===== src/rtl/icache_pkg.sv =====
// rtl/icache_pkg.sv - shared widths, FSM state type and address split for the icache tag controller
package icache_pkg;
    localparam int TAG_W = 18;
    localparam int IDX_W = 7;
    localparam int OFF_W = 7;
    localparam int WAYS  = 4;

    typedef enum logic [2:0] {
        S_IDLE,
        S_RD,
        S_CMP,
        S_MISS_REQ,
        S_MISS_WAIT,
        S_FILL_WR,
        S_FLUSH
    } state_t;

    typedef struct packed {
        logic [TAG_W-1:0] tag;
        logic [IDX_W-1:0] index;
        logic [OFF_W-1:0] offset;
    } addr_t;
endpackage


===== src/rtl/icache_tag_ctrl_if.sv =====
// rtl/icache_tag_ctrl_if.sv - fetch, fill-engine and tag-RAM signals of the icache tag controller
interface icache_tag_ctrl_if;
    import icache_pkg::*;

    logic                    req_valid;
    logic                    req_ready;
    logic [31:0]             req_addr;
    logic                    resp_valid;
    logic                    resp_hit;
    logic [1:0]              resp_way;
    logic                    flush;
    logic                    fill_req_valid;
    logic                    fill_req_ready;
    logic [31:0]             fill_req_addr;
    logic                    fill_done;
    logic [IDX_W-1:0]        tram_r_index;
    logic [WAYS*TAG_W-1:0]   tram_tag_out;
    logic [IDX_W+1:0]        tram_w_index;
    logic [TAG_W-1:0]        tram_tag_in;
    logic                    tram_wr_en;

    modport slave (
        input  req_valid, req_addr, flush, fill_req_ready, fill_done, tram_tag_out,
        output req_ready, resp_valid, resp_hit, resp_way, fill_req_valid, fill_req_addr,
               tram_r_index, tram_w_index, tram_tag_in, tram_wr_en
    );

    modport master (
        output req_valid, req_addr, flush, fill_req_ready, fill_done, tram_tag_out,
        input  req_ready, resp_valid, resp_hit, resp_way, fill_req_valid, fill_req_addr,
               tram_r_index, tram_w_index, tram_tag_in, tram_wr_en
    );
endinterface


===== src/rtl/icache_plru.sv =====
// rtl/icache_plru.sv - 4-way victim select (invalid-first, else tree-PLRU) and PLRU update
module icache_plru
    import icache_pkg::*;
(
    input  logic [2:0]      plru_bits,
    input  logic [WAYS-1:0] valid,
    input  logic [1:0]      access_way,
    output logic [1:0]      victim,
    output logic [2:0]      plru_next
);

    always_comb begin
        victim = plru_bits[0] ? {1'b1, plru_bits[2]} : {1'b0, plru_bits[1]};
        // Descending scan so the lowest invalid way wins.
        for (int w = WAYS - 1; w >= 0; w--) begin
            if (!valid[w]) begin
                victim = w[1:0];
            end
        end
    end

    always_comb begin
        plru_next    = plru_bits;
        plru_next[0] = ~access_way[1];
        if (!access_way[1]) begin
            plru_next[1] = ~access_way[0];
        end else begin
            plru_next[2] = ~access_way[0];
        end
    end

endmodule


===== src/rtl/icache_tag_ctrl.sv =====
// rtl/icache_tag_ctrl.sv - icache tag lookup/fill sequencer; ICACHE_PERF_CNT_EN adds hit/miss counters
module icache_tag_ctrl
    import icache_pkg::*;
(
    input  logic              clk,
    input  logic              rst,
    icache_tag_ctrl_if.slave  bus
`ifdef ICACHE_PERF_CNT_EN
    ,
    output logic [31:0]       perf_hits,
    output logic [31:0]       perf_misses
`endif
);

    state_t            state_q, state_d;
    logic [TAG_W-1:0]  tag_q;
    logic [IDX_W-1:0]  idx_q;
    logic [1:0]        victim_q;
    logic              flush_pending_q;
    logic              resp_valid_q, resp_hit_q;
    logic [1:0]        resp_way_q;
    logic [31:0]       fill_addr_q;
    logic [WAYS-1:0]   valid_q [2**IDX_W];
    logic [2:0]        plru_q  [2**IDX_W];

    addr_t             req_a;
    logic [WAYS-1:0]   hit_vec;
    logic              hit_any;
    logic [1:0]        hit_way;
    logic [1:0]        access_way;
    logic [1:0]        victim;
    logic [2:0]        plru_next;

    assign req_a      = bus.req_addr;
    assign access_way = (state_q == S_FILL_WR) ? victim_q : hit_way;

    icache_plru u_plru (
        .plru_bits  (plru_q[idx_q]),
        .valid      (valid_q[idx_q]),
        .access_way (access_way),
        .victim     (victim),
        .plru_next  (plru_next)
    );

    always_comb begin
        hit_vec = '0;
        hit_way = 2'd0;
        for (int w = 0; w < WAYS; w++) begin
            hit_vec[w] = valid_q[idx_q][w] && (bus.tram_tag_out[w*TAG_W +: TAG_W] == tag_q);
        end
        for (int w = WAYS - 1; w >= 0; w--) begin
            if (hit_vec[w]) begin
                hit_way = w[1:0];
            end
        end
        hit_any = |hit_vec;
    end

    always_comb begin
        state_d = state_q;
        case (state_q)
            S_IDLE: begin
                if (bus.flush || flush_pending_q) begin
                    state_d = S_FLUSH;
                end else if (bus.req_valid) begin
                    state_d = S_RD;
                end
            end
            S_RD:        state_d = S_CMP;
            S_CMP:       state_d = hit_any ? S_IDLE : S_MISS_REQ;
            S_MISS_REQ:  if (bus.fill_req_ready) state_d = S_MISS_WAIT;
            S_MISS_WAIT: if (bus.fill_done) state_d = S_FILL_WR;
            S_FILL_WR:   state_d = S_IDLE;
            S_FLUSH:     state_d = S_IDLE;
            default:     state_d = S_IDLE;
        endcase
    end

    // A same-cycle flush also drops req_ready so a request is never silently lost.
    assign bus.req_ready      = (state_q == S_IDLE) && !flush_pending_q && !bus.flush;
    assign bus.tram_r_index   = (state_q == S_IDLE) ? req_a.index : idx_q;
    assign bus.fill_req_valid = (state_q == S_MISS_REQ);
    assign bus.fill_req_addr  = fill_addr_q;
    assign bus.tram_wr_en     = (state_q == S_FILL_WR);
    assign bus.tram_w_index   = (state_q == S_FILL_WR) ? {idx_q, victim_q} : '0;
    assign bus.tram_tag_in    = (state_q == S_FILL_WR) ? tag_q : '0;
    assign bus.resp_valid     = resp_valid_q;
    assign bus.resp_hit       = resp_hit_q;
    assign bus.resp_way       = resp_way_q;

    always_ff @(posedge clk or posedge rst) begin
        if (rst) begin
            state_q         <= S_IDLE;
            tag_q           <= '0;
            idx_q           <= '0;
            victim_q        <= '0;
            flush_pending_q <= 1'b0;
            resp_valid_q    <= 1'b0;
            resp_hit_q      <= 1'b0;
            resp_way_q      <= '0;
            fill_addr_q     <= '0;
            for (int s = 0; s < 2**IDX_W; s++) begin
                valid_q[s] <= '0;
                plru_q[s]  <= '0;
            end
        end else begin
            state_q      <= state_d;
            resp_valid_q <= 1'b0;
            if (bus.flush && state_q != S_IDLE) begin
                flush_pending_q <= 1'b1;
            end
            case (state_q)
                S_IDLE: begin
                    if (state_d == S_RD) begin
                        tag_q <= req_a.tag;
                        idx_q <= req_a.index;
                    end
                end
                S_CMP: begin
                    if (hit_any) begin
                        resp_valid_q  <= 1'b1;
                        resp_hit_q    <= 1'b1;
                        resp_way_q    <= hit_way;
                        plru_q[idx_q] <= plru_next;
                    end else begin
                        victim_q    <= victim;
                        fill_addr_q <= {tag_q, idx_q, {OFF_W{1'b0}}};
                    end
                end
                S_FILL_WR: begin
                    valid_q[idx_q][victim_q] <= 1'b1;
                    plru_q[idx_q]            <= plru_next;
                    resp_valid_q             <= 1'b1;
                    resp_hit_q               <= 1'b0;
                    resp_way_q               <= victim_q;
                end
                S_FLUSH: begin
                    for (int s = 0; s < 2**IDX_W; s++) begin
                        valid_q[s] <= '0;
                        plru_q[s]  <= '0;
                    end
                    flush_pending_q <= 1'b0;
                end
                default: ;
            endcase
        end
    end

`ifdef ICACHE_PERF_CNT_EN
    always_ff @(posedge clk or posedge rst) begin
        if (rst) begin
            perf_hits   <= '0;
            perf_misses <= '0;
        end else if (resp_valid_q) begin
            if (resp_hit_q && perf_hits != 32'hFFFF_FFFF) begin
                perf_hits <= perf_hits + 32'd1;
            end
            if (!resp_hit_q && perf_misses != 32'hFFFF_FFFF) begin
                perf_misses <= perf_misses + 32'd1;
            end
        end
    end
`endif

endmodule


===== src/flat_wrapper.sv =====
// flat-port wrapper written by rule: the top's interface ports become plain ports
module icache_tag_ctrl_flat import icache_pkg::*;
  (clk, rst, bus_req_valid, bus_req_addr, bus_flush, bus_fill_req_ready, bus_fill_done, bus_tram_tag_out, bus_req_ready, bus_resp_valid, bus_resp_hit, bus_resp_way, bus_fill_req_valid, bus_fill_req_addr, bus_tram_r_index, bus_tram_w_index, bus_tram_tag_in, bus_tram_wr_en);
  icache_tag_ctrl_if bus_i ();
  input  logic clk;
  input  logic rst;
  input wire logic [$bits(bus_i.req_valid)-1:0] bus_req_valid;
  input wire logic [$bits(bus_i.req_addr)-1:0] bus_req_addr;
  input wire logic [$bits(bus_i.flush)-1:0] bus_flush;
  input wire logic [$bits(bus_i.fill_req_ready)-1:0] bus_fill_req_ready;
  input wire logic [$bits(bus_i.fill_done)-1:0] bus_fill_done;
  input wire logic [$bits(bus_i.tram_tag_out)-1:0] bus_tram_tag_out;
  output wire logic [$bits(bus_i.req_ready)-1:0] bus_req_ready;
  output wire logic [$bits(bus_i.resp_valid)-1:0] bus_resp_valid;
  output wire logic [$bits(bus_i.resp_hit)-1:0] bus_resp_hit;
  output wire logic [$bits(bus_i.resp_way)-1:0] bus_resp_way;
  output wire logic [$bits(bus_i.fill_req_valid)-1:0] bus_fill_req_valid;
  output wire logic [$bits(bus_i.fill_req_addr)-1:0] bus_fill_req_addr;
  output wire logic [$bits(bus_i.tram_r_index)-1:0] bus_tram_r_index;
  output wire logic [$bits(bus_i.tram_w_index)-1:0] bus_tram_w_index;
  output wire logic [$bits(bus_i.tram_tag_in)-1:0] bus_tram_tag_in;
  output wire logic [$bits(bus_i.tram_wr_en)-1:0] bus_tram_wr_en;
  assign bus_i.req_valid = bus_req_valid;
  assign bus_i.req_addr = bus_req_addr;
  assign bus_i.flush = bus_flush;
  assign bus_i.fill_req_ready = bus_fill_req_ready;
  assign bus_i.fill_done = bus_fill_done;
  assign bus_i.tram_tag_out = bus_tram_tag_out;
  assign bus_req_ready = bus_i.req_ready;
  assign bus_resp_valid = bus_i.resp_valid;
  assign bus_resp_hit = bus_i.resp_hit;
  assign bus_resp_way = bus_i.resp_way;
  assign bus_fill_req_valid = bus_i.fill_req_valid;
  assign bus_fill_req_addr = bus_i.fill_req_addr;
  assign bus_tram_r_index = bus_i.tram_r_index;
  assign bus_tram_w_index = bus_i.tram_w_index;
  assign bus_tram_tag_in = bus_i.tram_tag_in;
  assign bus_tram_wr_en = bus_i.tram_wr_en;
  icache_tag_ctrl u_core (.clk(clk), .rst(rst), .bus(bus_i));
endmodule

===== config.mk =====
export PLATFORM = sky130hd
export DESIGN_NAME = icache_tag_ctrl_flat
export DESIGN_NICKNAME = d
export VERILOG_FILES = /design/src/rtl/icache_pkg.sv /design/src/rtl/icache_tag_ctrl_if.sv /design/src/rtl/icache_plru.sv /design/src/rtl/icache_tag_ctrl.sv /design/src/flat_wrapper.sv
export SDC_FILE = /design/constraint.sdc
export NUM_CORES = 2
export LEC_CHECK = 0
export BUFFER_PORTS_ARGS = -buffer_cell sky130_fd_sc_hd__buf_2
export CAP_MARGIN = 30
export CORE_AREA = 2 2 310 389
export CTS_CLUSTER_DIAMETER = 60
export CTS_CLUSTER_SIZE = 16
export DETAILED_ROUTE_END_ITERATION = 16
export DIE_AREA = 0 0 312 391
export MAX_ROUTING_LAYER = met4
export PLACE_DENSITY = 0.55
export SLEW_MARGIN = 20
export SYNTH_ARGS = -nofsm -noshare
export SYNTH_HDL_FRONTEND = slang
export SYNTH_SLANG_ARGS = --single-unit
export TNS_END_PERCENT = 1

===== constraint.sdc =====
create_clock -name clk -period 29.8 [get_ports clk]
set_input_delay 4.47 -clock clk [delete_from_list [all_inputs] [get_ports clk]]
set_output_delay 4.47 -clock clk [all_outputs]
set_load 0.03 [all_outputs]

-- After elaboration in Yosys (flattened, before gate mapping)
Index checks and enable logic that the tools add are counted.
- flip-flop bits (word level): 956
- input port bits: 110
- output and inout bits: 73
- word-level logic and storage cells: 354
- magnitude comparators: 4
- eq/ne operators: 12
- muxes and demuxes: 45
- bitwise operators: 5
- reductions and logical operators: 23
- operators with widths (kind ; number):
    case mux 384 bit (3 select lines) ; 1
    case mux 512 bit (2 select lines) ; 1
    OR 512 bit ; 1
    bitwise mux 384 bit ; 1
    two-way mux 384 bit ; 1
    equality test 18 bit ; 4
    binary-select mux 4 bit (select 7 bit) ; 1
    demux 4 bit (select 7 bit) ; 1
    two-way mux 2 bit ; 12
    binary-select mux 3 bit (select 7 bit) ; 1
    demux 3 bit (select 7 bit) ; 1
    two-way mux 3 bit ; 7
    two-way mux 18 bit ; 1
    case mux 3 bit (5 select lines) ; 1
    two-way mux 4 bit ; 3
    equality test 3 bit, second input constant ; 3
    logical AND 1 bit ; 9
    two-way mux 9 bit ; 1
    greater-or-equal comparator 8 bit, second input constant ; 1
    < comparator 8 x 1 -> 1 bit, second input constant ; 1
    NOT 7 -> 8 bit ; 1
    AND reduction 2 bit ; 4
    two-way mux 1 bit ; 7
    two-way mux 7 bit ; 1
    15 further kinds ; 24

-- Depth between registers and ports, before layout
- depth after elaboration: 15
- depth in mapped cells: 19
- depth with buffers taken out: 10

-- By module
From an unflattened synthesis, not the netlist that was laid out.
- cells, all modules: 4635
- area, all modules: 45961.6 sq um
- modules (own cells, without submodules) (module ; times used ; cells an instance ; area each (sq um) ; sequential area each (sq um)):
    icache_tag_ctrl ; 1 ; 4623 ; 45894.0 ; 23922.9
    icache_plru ; 1 ; 12 ; 67.6 ; 0.0

-- Worst setup path after synthesis
OpenSTA, ideal clock, no wires.
- path kind: in2out
- start point: input port bus_flush
- end point: output port bus_req_ready
- arrival: 5.199 ns
- required time: 25.330 ns
- setup slack: 20.131 ns
- stages on the path: 1
- path buffers: 0
- cells stage by stage: nor3_1
- longest elaborated chain between the ends: 2
- ends and longest elaborated chain (element ; line ; source):
    start: declaration ; flat_wrapper.sv:9 ; input wire logic [$bits(bus_i.flush)-1:0] bus_flush;
    zero test 1 bit ; icache_tag_ctrl.sv:80 ; assign bus.req_ready = (state_q == S_IDLE) && !flush_pending_q && !bus.flush;
    logical AND 1 bit ; icache_tag_ctrl.sv:80 ;
    end: declaration ; flat_wrapper.sv:13 ; output wire logic [$bits(bus_i.req_ready)-1:0] bus_req_ready;
Every way passes these cells.

-- Final worst setup path
Same ends and word-level chain as after synthesis.

==> results.sh <==
export IMPL_drtAntennaViolNets=0
export IMPL_dieArea_mm2=0.122
export IMPL_seq_area_mm2=0.0239
export IMPL_synth_edf_count=0
export IMPL_wirelength_um=176000
export IMPL_cp_max_fo=4
export IMPL_final_fill_count=11700
export IMPL_cts_sinks=956
export IMPL_leakage_nw=21.1
export IMPL_die_h_um=391
export IMPL_cts_resized=0
export IMPL_syn_to_final_growth_pct=9.84
export IMPL_crit_path_end="bus_req_ready"
export IMPL_drive_gt1_frac=0.122
export IMPL_rsz0062_at_grt="false"
export IMPL_drt_iter0_drc=4469
export IMPL_ctsHoldBuffers=0
export IMPL_critPathCaptureType="primary output"
export IMPL_drc_errors=0
export IMPL_vias=39700
export IMPL_path_cells="buf_2 -> nor3_1 -> buf_2"
export IMPL_layout_nets=4831
export IMPL_timing_final_hold_violations=0
export IMPL_async_flop_share=1.00
export IMPL_multi_input_area_mm2=0.0209
export IMPL_slowest_delay_ns=0.57
export IMPL_start_kind="primary input"
export IMPL_fp_dieW_um=312
export IMPL_critPathArrivalTime_ns=5.48
export IMPL_hp_class="reg2reg"
export IMPL_setup_viol=0
export IMPL_syn_area_mm2=0.0471
export IMPL_fmax_mhz=100
export IMPL_wl_per_cell_um=27.8
export IMPL_grt_pass1_vias=39200
export IMPL_rr_endpoint="u_core.plru_q[203]$_DFFE_PP0P_"
export IMPL_totalNegativeSetupSlack_ns=0
export IMPL_startpoint="bus_flush"
export IMPL_synthCells=4838
export IMPL_maxCapViolations=0
export IMPL_fin_crit_ns=9.95
export IMPL_r2r_start="u_core.idx_q[1]$_DFFE_PP0P_"
export IMPL_cts_inserted_buffers=81
export IMPL_reg2reg_depth=13
export IMPL_start_util=0.397
export IMPL_dominantRegCellSynth="dfrtp_1"
export IMPL_yosysSeqAreaShare=0.508
export IMPL_rows=142
export IMPL_clock_path_buffers=3
export IMPL_synth_top_area_share=0.508
export IMPL_required_ns=25.33
export IMPL_antenna_found_initial=1
export IMPL_fin_crit_sh=0.334
export IMPL_tritoncts="done"
export IMPL_cts_htree_levels=3
export IMPL_status="finished clean"
export IMPL_rrSetupSlack_ns=21.43
export IMPL_ys_top_cells_by_area="dfrtp_1 51%, o21ai_0 8.1%, o31ai_1 7.8%"
export IMPL_gp_congestion=0.932
export IMPL_cts_root_buf="clkbuf_16"
export IMPL_cp_common_cell="buf_2"
export IMPL_port_buffers=168
export IMPL_first_pass_iters=6
export IMPL_clock_latency_ns=0.70
export IMPL_clkTransAtPathRegs_ns=0.06
export IMPL_synth_seq_cells=956
export IMPL_grt_pass1_wl_um=265000
export IMPL_min_delay_start="u_core.bus.fill_req_addr[25]$_DFFE_PP0P_"
export IMPL_dp_hpwl_um=111000
export IMPL_grt_max_degree=191
export IMPL_relSlewSlack=0.241
export IMPL_fin_skew_ns=0.0233
export IMPL_slowest_stage="nor3_1"
export IMPL_yosys_warnings=0
export IMPL_criticalPathCategory="in2out"
export IMPL_synth_area_leader_cell="dfrtp_1"
export IMPL_syn_area_per_cell_um2=9.74
export IMPL_grt_overflow_total=0
export IMPL_design_area_mm2=0.0518
export IMPL_place_area_mm2=0.0488
export IMPL_coreArea_mm2=0.119
export IMPL_grt_total_usage=0.294
export IMPL_pwr_density_cell_mw_per_mm2=94.2
export IMPL_yosys_cell_types_count=84
export IMPL_post_cts_buffers=0
export IMPL_worst_slew_pin_slew_ns=1.14
export IMPL_diodes=0
export IMPL_slew_violations=0
export IMPL_vias_per_cell=6.25
export IMPL_vdd_drop_max_mv=0.0833
export IMPL_ios=183
-- through the flow --
stage | std cells | hold WS, ns | power, mW | utilization | setup slack (ns)
CTS | 6337 | 0.476 | 4.82 | 0.434 | 19.86
global placement | 6197 | 0.457 | 3.67 | 0.410 | 19.87
detailed placement | 6208 | 0.458 | 3.69 | 0.411 | 19.87
finish | 6351 | 0.469 | 4.88 | 0.436 | 19.85
floorplan | 4844 | 0.449 | 2.92 | - | 12.17
global route | 6351 | 0.500 | 5.03 | 0.436 | 19.86
-- synthesized netlist by cell type, drive strengths merged (16+ instances only) --
| cell | count |
|---|---|
| nand3 | 76 |
| o22ai | 136 |
| a21oi | 113 |
| mux2 | 61 |
| mux4 | 16 |
| inv | 17 |
| a221oi | 62 |
| xnor2 | 38 |
| dfrtp | 956 |
| xor2 | 34 |
| o31ai | 507 |
| a22oi | 66 |
| o21ai | 795 |
| nor2 | 85 |
| and2 | 28 |
| clkbuf | 318 |
| nand4 | 20 |
| buf | 199 |
| nand2 | 758 |
| nor3 | 79 |
| a41oi | 17 |
| mux2i | 261 |
| o41ai | 62 |
-- state kept, by name, summed over array words and instances, names as in the netlist, 2 cells and up --
register,cells
u_core.plru_q,384
u_core.tag_q,18
u_core.state_q,3
u_core.valid_q,512
u_core.bus.fill_req_addr,25
u_core.idx_q,7
u_core.bus.resp_way,2
u_core.victim_q,2
-- cell usage in the layout (no fill, tap or decap), types with 6 or more instances in the layout --
master,count
buf_2,171
mux4_2,16
dfrtp_1,953
o2111ai_1,6
bufinv_16,6
xor2_1,34
inv_1,14
inv_6,9
o22ai_1,136
conb_1,7
mux2_2,61
and2_1,27
nor3_1,76
a41oi_1,17
buf_12,10
a22o_1,8
nor2_1,82
a22oi_1,66
nand3_1,75
nand4_1,20
clkinvlp_4,9
o21ai_0,765
a31oi_1,6
nand2_1,754
o31ai_2,17
mux2i_1,261
a21oi_1,112
nor4_1,10
o21ai_1,30
clkbuf_16,87
a221oi_1,62
o41ai_1,62
buf_4,117
xnor2_1,38
o31ai_1,489
buf_16,10
clkbuf_8,6
-- routing by layer --
metal	vias up	part of all wire	track usage
met5	-	0	-
met4	0	0.062	0.163
met3	409	0.069	0.0449
met2	1746	0.47	0.464
met1	20100	0.40	0.362
li1	17500	-	-
-- power breakdown --
part / internal (mW) / switching, mW
clock network: 0.601 / 0.533
registers: 1.44 / 0.164
logic: 0.501 / 1.64
-- area by class of cell --
type,instances,area share
repair buffers,311,0.0431
well taps,1584,0.0383
clock buffers,97,0.0440
flip-flops and latches,956,0.462
clock inverters,32,0.00769
multi-input cells,3353,0.403
inverters,18,0.00138
-- critical path, delay by kind of cell --
kind | cells | cell delay, ns
buffers and inverters | 2 | 0.44
AND/OR/NAND/NOR | 1 | 0.57
-- worst min-delay path by stage --
stage | end | slack, ns | cells past startpoint
finish | u_core.bus.fill_req_addr[25]$_DFFE_PP0P_ | 0.47 | 2
CTS | u_core.bus.fill_req_addr[24]$_DFFE_PP0P_ | 0.48 | 2
detailed placement | u_core.bus.fill_req_addr[24]$_DFFE_PP0P_ | 0.46 | 2
global route | u_core.valid_q[217]$_DFFE_PP0P_ | 0.50 | 2
floorplan | u_core.valid_q[100]$_DFFE_PP0P_ | 0.45 | 2
global placement | u_core.bus.fill_req_addr[10]$_DFFE_PP0P_ | 0.46 | 2
-- cells by family after synthesis --
family / Yosys count / synth area share
buffers and inverters: 535 / 0.0536
flip-flops: 956 / 0.508
AO/OA/AOI/OAI: 1818 / 0.245
other: 1 / 0.0000796
XOR/XNOR: 72 / 0.0134
multiplexers: 338 / 0.0777
AND/OR/NAND/NOR: 1118 / 0.103
No activity file was read; power rests on OpenSTA's default activity.
